[src/rtl/full_subtractor_pkg.sv]
// rtl/full_subtractor_pkg.sv - shared constants for the registered ripple-borrow subtractor
// Purpose: holds the default operand width used by the interface and the top level.
// Ports: none (package).
package full_subtractor_pkg;

  // Classic 1-bit full subtractor unless the instantiating datapath asks for more.
  localparam int unsigned DEFAULT_WIDTH = 1;

endpackage

[src/rtl/full_subtractor_if.sv]
// rtl/full_subtractor_if.sv - operand/result bundle for the subtractor
// Purpose: groups the sampled operands and the registered result with their qualifiers.
// Signals:
//   in_valid  operands are sampled on the next rising edge when high
//   A, B      minuend / subtrahend (unsigned, WIDTH bits)
//   Bin       borrow-in, subtracted at bit 0
//   Diff      registered (A - B - Bin) mod 2^WIDTH
//   Bout      registered borrow-out from the MSB
//   out_valid Diff/Bout hold a result computed from a valid input
// Modports: master drives operands and observes results; slave is the subtractor.
interface full_subtractor_if
  import full_subtractor_pkg::*;
#(
  parameter int unsigned WIDTH = DEFAULT_WIDTH
);

  logic             in_valid;
  logic [WIDTH-1:0] A;
  logic [WIDTH-1:0] B;
  logic             Bin;
  logic [WIDTH-1:0] Diff;
  logic             Bout;
  logic             out_valid;

  modport master (
    output in_valid,
    output A,
    output B,
    output Bin,
    input  Diff,
    input  Bout,
    input  out_valid
  );

  modport slave (
    input  in_valid,
    input  A,
    input  B,
    input  Bin,
    output Diff,
    output Bout,
    output out_valid
  );

endinterface

[src/rtl/full_subtractor_cell.sv]
// rtl/full_subtractor_cell.sv - combinational 1-bit full subtractor cell
// Purpose: one link of the ripple-borrow chain.
// Ports:
//   a     minuend bit
//   b     subtrahend bit
//   bin   borrow from the next lower bit
//   diff  a - b - bin (mod 2)
//   bout  borrow into the next higher bit
module full_subtractor_cell (
  input  logic a,
  input  logic b,
  input  logic bin,
  output logic diff,
  output logic bout
);

  assign diff = a ^ b ^ bin;
  // Borrow when b exceeds a outright, or when they are equal and a borrow ripples in.
  assign bout = (~a & b) | (~(a ^ b) & bin);

endmodule

[src/rtl/full_subtractor.sv]
// rtl/full_subtractor.sv - registered WIDTH-bit ripple-borrow subtractor
// Purpose: computes A - B - Bin with one cycle of latency and a valid qualifier.
// Ports:
//   clk    rising-edge clock
//   rst_n  asynchronous active-low reset; clears Diff, Bout and out_valid
//   bus    full_subtractor_if.slave: operands in, registered result out
module full_subtractor
  import full_subtractor_pkg::*;
#(
  parameter int unsigned WIDTH = DEFAULT_WIDTH
) (
  input  logic                 clk,
  input  logic                 rst_n,
  full_subtractor_if.slave     bus
);

  logic [WIDTH:0]   borrow;
  logic [WIDTH-1:0] diff_comb;
  logic [WIDTH-1:0] diff_q;
  logic             bout_q;
  logic             valid_q;

  assign borrow[0] = bus.Bin;

  for (genvar i = 0; i < WIDTH; i++) begin : g_cell
    full_subtractor_cell u_cell (
      .a    (bus.A[i]),
      .b    (bus.B[i]),
      .bin  (borrow[i]),
      .diff (diff_comb[i]),
      .bout (borrow[i+1])
    );
  end

  // Result registers only load on a valid sample, so unknown operands presented
  // while in_valid is low never reach the outputs.
  always_ff @(posedge clk or negedge rst_n) begin
    if (!rst_n) begin
      diff_q  <= '0;
      bout_q  <= 1'b0;
      valid_q <= 1'b0;
    end else begin
      valid_q <= bus.in_valid;
      if (bus.in_valid) begin
        diff_q <= diff_comb;
        bout_q <= borrow[WIDTH];
      end
    end
  end

  assign bus.Diff      = diff_q;
  assign bus.Bout      = bout_q;
  assign bus.out_valid = valid_q;

endmodule

[src/flat_wrapper.sv]
// flat-port wrapper written by rule: the top's interface ports become plain ports
module full_subtractor_flat import full_subtractor_pkg::*;
#(
  parameter int unsigned WIDTH = DEFAULT_WIDTH
)
  (clk, rst_n, bus_in_valid, bus_A, bus_B, bus_Bin, bus_Diff, bus_Bout, bus_out_valid);
  full_subtractor_if #(.WIDTH(WIDTH)) bus_i ();
  input  logic clk;
  input  logic rst_n;
  input wire logic [$bits(bus_i.in_valid)-1:0] bus_in_valid;
  input wire logic [$bits(bus_i.A)-1:0] bus_A;
  input wire logic [$bits(bus_i.B)-1:0] bus_B;
  input wire logic [$bits(bus_i.Bin)-1:0] bus_Bin;
  output wire logic [$bits(bus_i.Diff)-1:0] bus_Diff;
  output wire logic [$bits(bus_i.Bout)-1:0] bus_Bout;
  output wire logic [$bits(bus_i.out_valid)-1:0] bus_out_valid;
  assign bus_i.in_valid = bus_in_valid;
  assign bus_i.A = bus_A;
  assign bus_i.B = bus_B;
  assign bus_i.Bin = bus_Bin;
  assign bus_Diff = bus_i.Diff;
  assign bus_Bout = bus_i.Bout;
  assign bus_out_valid = bus_i.out_valid;
  full_subtractor #(.WIDTH(WIDTH)) u_core (.clk(clk), .rst_n(rst_n), .bus(bus_i));
endmodule
[config.mk]
export PLATFORM = sky130hd
export DESIGN_NAME = full_subtractor_flat
export DESIGN_NICKNAME = d
export VERILOG_FILES = /design/src/rtl/full_subtractor_pkg.sv /design/src/rtl/full_subtractor_if.sv /design/src/rtl/full_subtractor_cell.sv /design/src/rtl/full_subtractor.sv /design/src/flat_wrapper.sv
export SDC_FILE = /design/constraint.sdc
export NUM_CORES = 1
export LEC_CHECK = 0
export ABC_CLOCK_PERIOD_IN_PS = 1300
export CAP_MARGIN = 20
export CORE_AREA = 2 2 39 41
export CTS_BUF_LIST = sky130_fd_sc_hd__clkbuf_8
export DETAILED_ROUTE_END_ITERATION = 10
export DIE_AREA = 0 0 41 43
export PLACE_DENSITY_LB_ADDON = 0.3
export SLEW_MARGIN = 20
export SYNTH_ARGS = -nofsm -noshare
export SYNTH_HDL_FRONTEND = slang
export SYNTH_SLANG_ARGS = --single-unit
[constraint.sdc]
create_clock -name clk -period 1.3 [get_ports clk]
set_input_delay 0.325 -clock clk [delete_from_list [all_inputs] [get_ports clk]]
set_output_delay 0.325 -clock clk [all_outputs]
set_load 0.005 [all_outputs]
After elaboration in Yosys (flattened, before gate mapping)
Index checks and enable logic that the tools add are counted.
- bits of input ports: 6
- register bits after elaboration: 3
- logic and storage cells: 10
- output and inout port bits: 3
- bitwise logic cells: 7
- operators by type and width (operator ; number):
    AND 1 bit ; 2
    NOT 1 bit ; 2
    bitwise XOR 1 bit ; 2
    OR 1 bit ; 1

Longest topological paths before layout
- depth after elaboration: 4
- gate-level depth with buffers: 3

Modules after synthesis
A second synthesis with hierarchy kept.
- cells, all modules: 9
- area total of the unflattened synthesis: 128.9 um^2
- modules (own cells, without submodules) (module ; seq. area each (um^2) ; times used ; cells each ; area an instance (um^2)):
    full_subtractor ; 75.1 ; 1 ; 5 ; 97.6
    full_subtractor_cell ; 0.0 ; 1 ; 4 ; 31.3

Worst setup path after synthesis
OpenSTA, ideal clock, no wires.
- path type: input to register
- start point: in bus_B
- end point: reg u_core.diff_q, in the netlist u_core.bus.Diff
- data required time: 1175 ps
- setup time: 125 ps
- arrival: 1066 ps
- path slack: 109 ps
- stages: 3
- cell sequence: inv_1 fa_1 mux2_4
- longest elaborated chain between the ends: 2
- RTL lines (item ; RTL line ; text):
    start, declared ; flat_wrapper.sv:12 ; input wire logic [$bits(bus_i.B)-1:0] bus_B;
    bitwise XOR 1 bit (2 in series) ; full_subtractor_cell.sv:17 ; assign diff = a ^ b ^ bin;
    net u_core.diff_comb ; full_subtractor.sv:18 ; logic [WIDTH-1:0] diff_comb;
    end signal, assigned ; full_subtractor.sv:45 ; diff_q <= diff_comb;
    end, declared ; full_subtractor.sv:19 ; logic [WIDTH-1:0] diff_q;
The timed path passes the listed nets, and every way through them passes these cells.
A chain may end at the register's enable or synchronous reset.

Worst setup path after layout
- start point: in bus_Bin
- end point: reg u_core.diff_q, in the netlist u_core.bus.Diff
- longest elaborated chain between the ends: 1
- RTL lines (item ; RTL line ; text):
    start, declared ; flat_wrapper.sv:13 ; input wire logic [$bits(bus_i.Bin)-1:0] bus_Bin;
    bitwise XOR 1 bit ; full_subtractor_cell.sv:17 ;
    net u_core.diff_comb ; full_subtractor.sv:18 ;
The timed path passes the listed nets, and every way through them passes these cells.

==> results.json <==
{
  "grt_pass1_vias": 113,
  "clkLatencyLatePin_ns": 0.21,
  "pin_count": 9,
  "antenna_cells": 0,
  "dp_cells": 34,
  "period_needed_ns": 1.19,
  "post-place-ws_ns": -0.382,
  "numCtsBuffers": 3,
  "stdcell_count": 40,
  "synth_cells": 9,
  "gp_congestion": 0.598,
  "slew_violations": 0,
  "drc": 0,
  "routed_wl_um": 312,
  "cts_tree": "built",
  "fp-row-count": 14,
  "crit_type": "input pin to flip-flop",
  "hold_class": "input pin to async pin",
  "dieWidth_um": 41,
  "cap_violations": 0,
  "arrival_ns": 1.29,
  "status": "completed",
  "fin_skew_ns": 0,
  "syn_nets": 16,
  "syn_area_um2": 126,
  "first_iter_violations": 1,
  "end_kind": "flip-flop",
  "port_buffers": 8,
  "slowest_delay_ns": 0.46,
  "root_buffer": "clkbuf_8",
  "ys_types": 6,
  "hold_viol_final": 0,
  "drtAntennaViolNets": 0,
  "vias_per_cell": 2.78,
  "fin_ws_ns": 0.109,
  "dr.pass1.iters": 3,
  "p_leak_uw": 0.000144,
  "die_h_um": 43,
  "setup_tns_ns": 0,
  "grt_first_pass_wirelength_um": 441,
  "synth_warnings": 0,
  "p_per_area_mw_per_mm2": 1530,
  "clockBufferDepth": 2,
  "start_util_pct": 9.13,
  "core-area_mm2": 0.00138,
  "worst_ep_required_time_ns": 1.39,
  "dieArea_mm2": 0.00176,
  "worst_pin_slew_ns": 0.145,
  "cp_max_fo": 1,
  "clkSinkCount": 3,
  "fin_crit_sh_pct": 91.6,
  "setup_violations": 0,
  "final_cell_mix": "dlygate4sd2_1, inv_1, clkbuf_8, buf_4, dfrtp_1",
  "hold_buffers": 0,
  "cp_slowest_cell": "fa_1",
  "vias": 111,
  "fmax_mhz": 839,
  "grt_max_degree": 4,
  "synth_seq_cells": 3,
  "htreeDepth": 1,
  "grt_usage_pct": 4.95,
  "layout-drive-gt1-share_pct": 29.2,
  "n_fill_cell": 154,
  "final_nets": 32,
  "vdd_drop_max_mv": 0.426,
  "areaGrowthSynthToFinish_pct": 127,
  "final_common_cell": "dlygate4sd2_1",
  "dpl_cell_area_um2": 234,
  "ys_seq_area_share_pct": 59.4,
  "path_clk_slew_ns": 0.03,
  "cp-start-kind": "input pin",
  "rsz0062_at_grt": "no",
  "post-route-cell-area_um2": 287,
  "power_uw": 439,
  "overflow": 0,
  "routedWlPerCell_um": 7.80,
  "slew_headroom_pct": 90.3,
  "syn-mean-instance-area_um2": 14.0,
  "antenna_found_initial": 0,
  "worstPathCellList": "dlygate4sd2_1 -> inv_1 -> fa_1 -> mux2_4"
}
## metal layers
metal / wire length (um) / global-route usage [%] / share of wire [%]
met5: 0 / 0 / 0
met4: 0 / 8.00 / 0
met3: 63 / 5.24 / 20
met2: 111 / 3.44 / 36
met1: 137 / 5.25 / 44
## final timing paths
path | startpoint | end | slack [ns] | cells after the start
max reg2reg | u_core.bus.Diff | u_core.bus.Diff | 0.42 | 2
max in group asynchronous | rst_n | u_core.bus.Bout | 0.86 | 1
min | rst_n | u_core.bus.out_valid | 0.30 | 1
min in group clk | u_core.bus.Diff | u_core.bus.Diff | 0.60 | 2
min reg2reg | u_core.bus.Diff | u_core.bus.Diff | 0.60 | 2
max | bus_Bin | u_core.bus.Diff | 0.11 | 4
## cells in the mapped netlist (all sizes together)
master / instances / area, um2
dfrtp: 3 / 75.1
inv: 2 / 7.51
nor2: 1 / 3.75
a21oi: 1 / 5.00
mux2: 1 / 15.0
fa: 1 / 20.0
## power by group
group | internal, uW | switching (uW)
Clock | 201 | 60.9
Sequential | 105 | 5.23
Combinational | 45.8 | 20.5
Total | 352 | 86.7
## per-stage QoR
stage	utilization, %	hold slack, ns
after global placement	16.9	0.505
after global routing	20.7	0.308
after detailed placement	16.9	0.518
after floorplan	-	0.0294
after CTS	20.7	0.291
final	20.7	0.296
## cell families after synthesis
family	after synthesis	share of synthesized area (%)
muxes	1	11.9
DFF	3	59.4
AOI/OAI and AO/OA	1	3.96
adders and majority gates	1	15.8
buffers and inverters	2	5.94
and+or+nand+nor	1	2.97
## sequential cells by signal, summed over array words and instances (netlist names)
register / flops
u_core.bus.Diff: 1
u_core.bus.out_valid: 1
u_core.bus.Bout: 1
## repair_timing
item	in CTS	in global routing
setup endpoints to repair	4	0
resized for setup	6	0
setup buffers	2	0
## worst max-delay path: cells and delay by family
family                     cells  cell delay, ns
buffers and inverters          2            0.24
muxes                          1            0.26
adders and majority gates      1            0.46
## cell type report
type / count / area [um2] / area share (%)
Sequential cell: 3 / 75.1 / 26.2
Clock buffer: 3 / 41.3 / 14.4
Clock inverter: 1 / 3.75 / 1.31
Multi-Input combinational cell: 4 / 43.8 / 15.3
Inverter: 2 / 7.51 / 2.62
Tap cell: 16 / 20.0 / 6.99
Timing Repair Buffer: 11 / 95.1 / 33.2
Note: power is estimated with default switching activity, not from simulation.
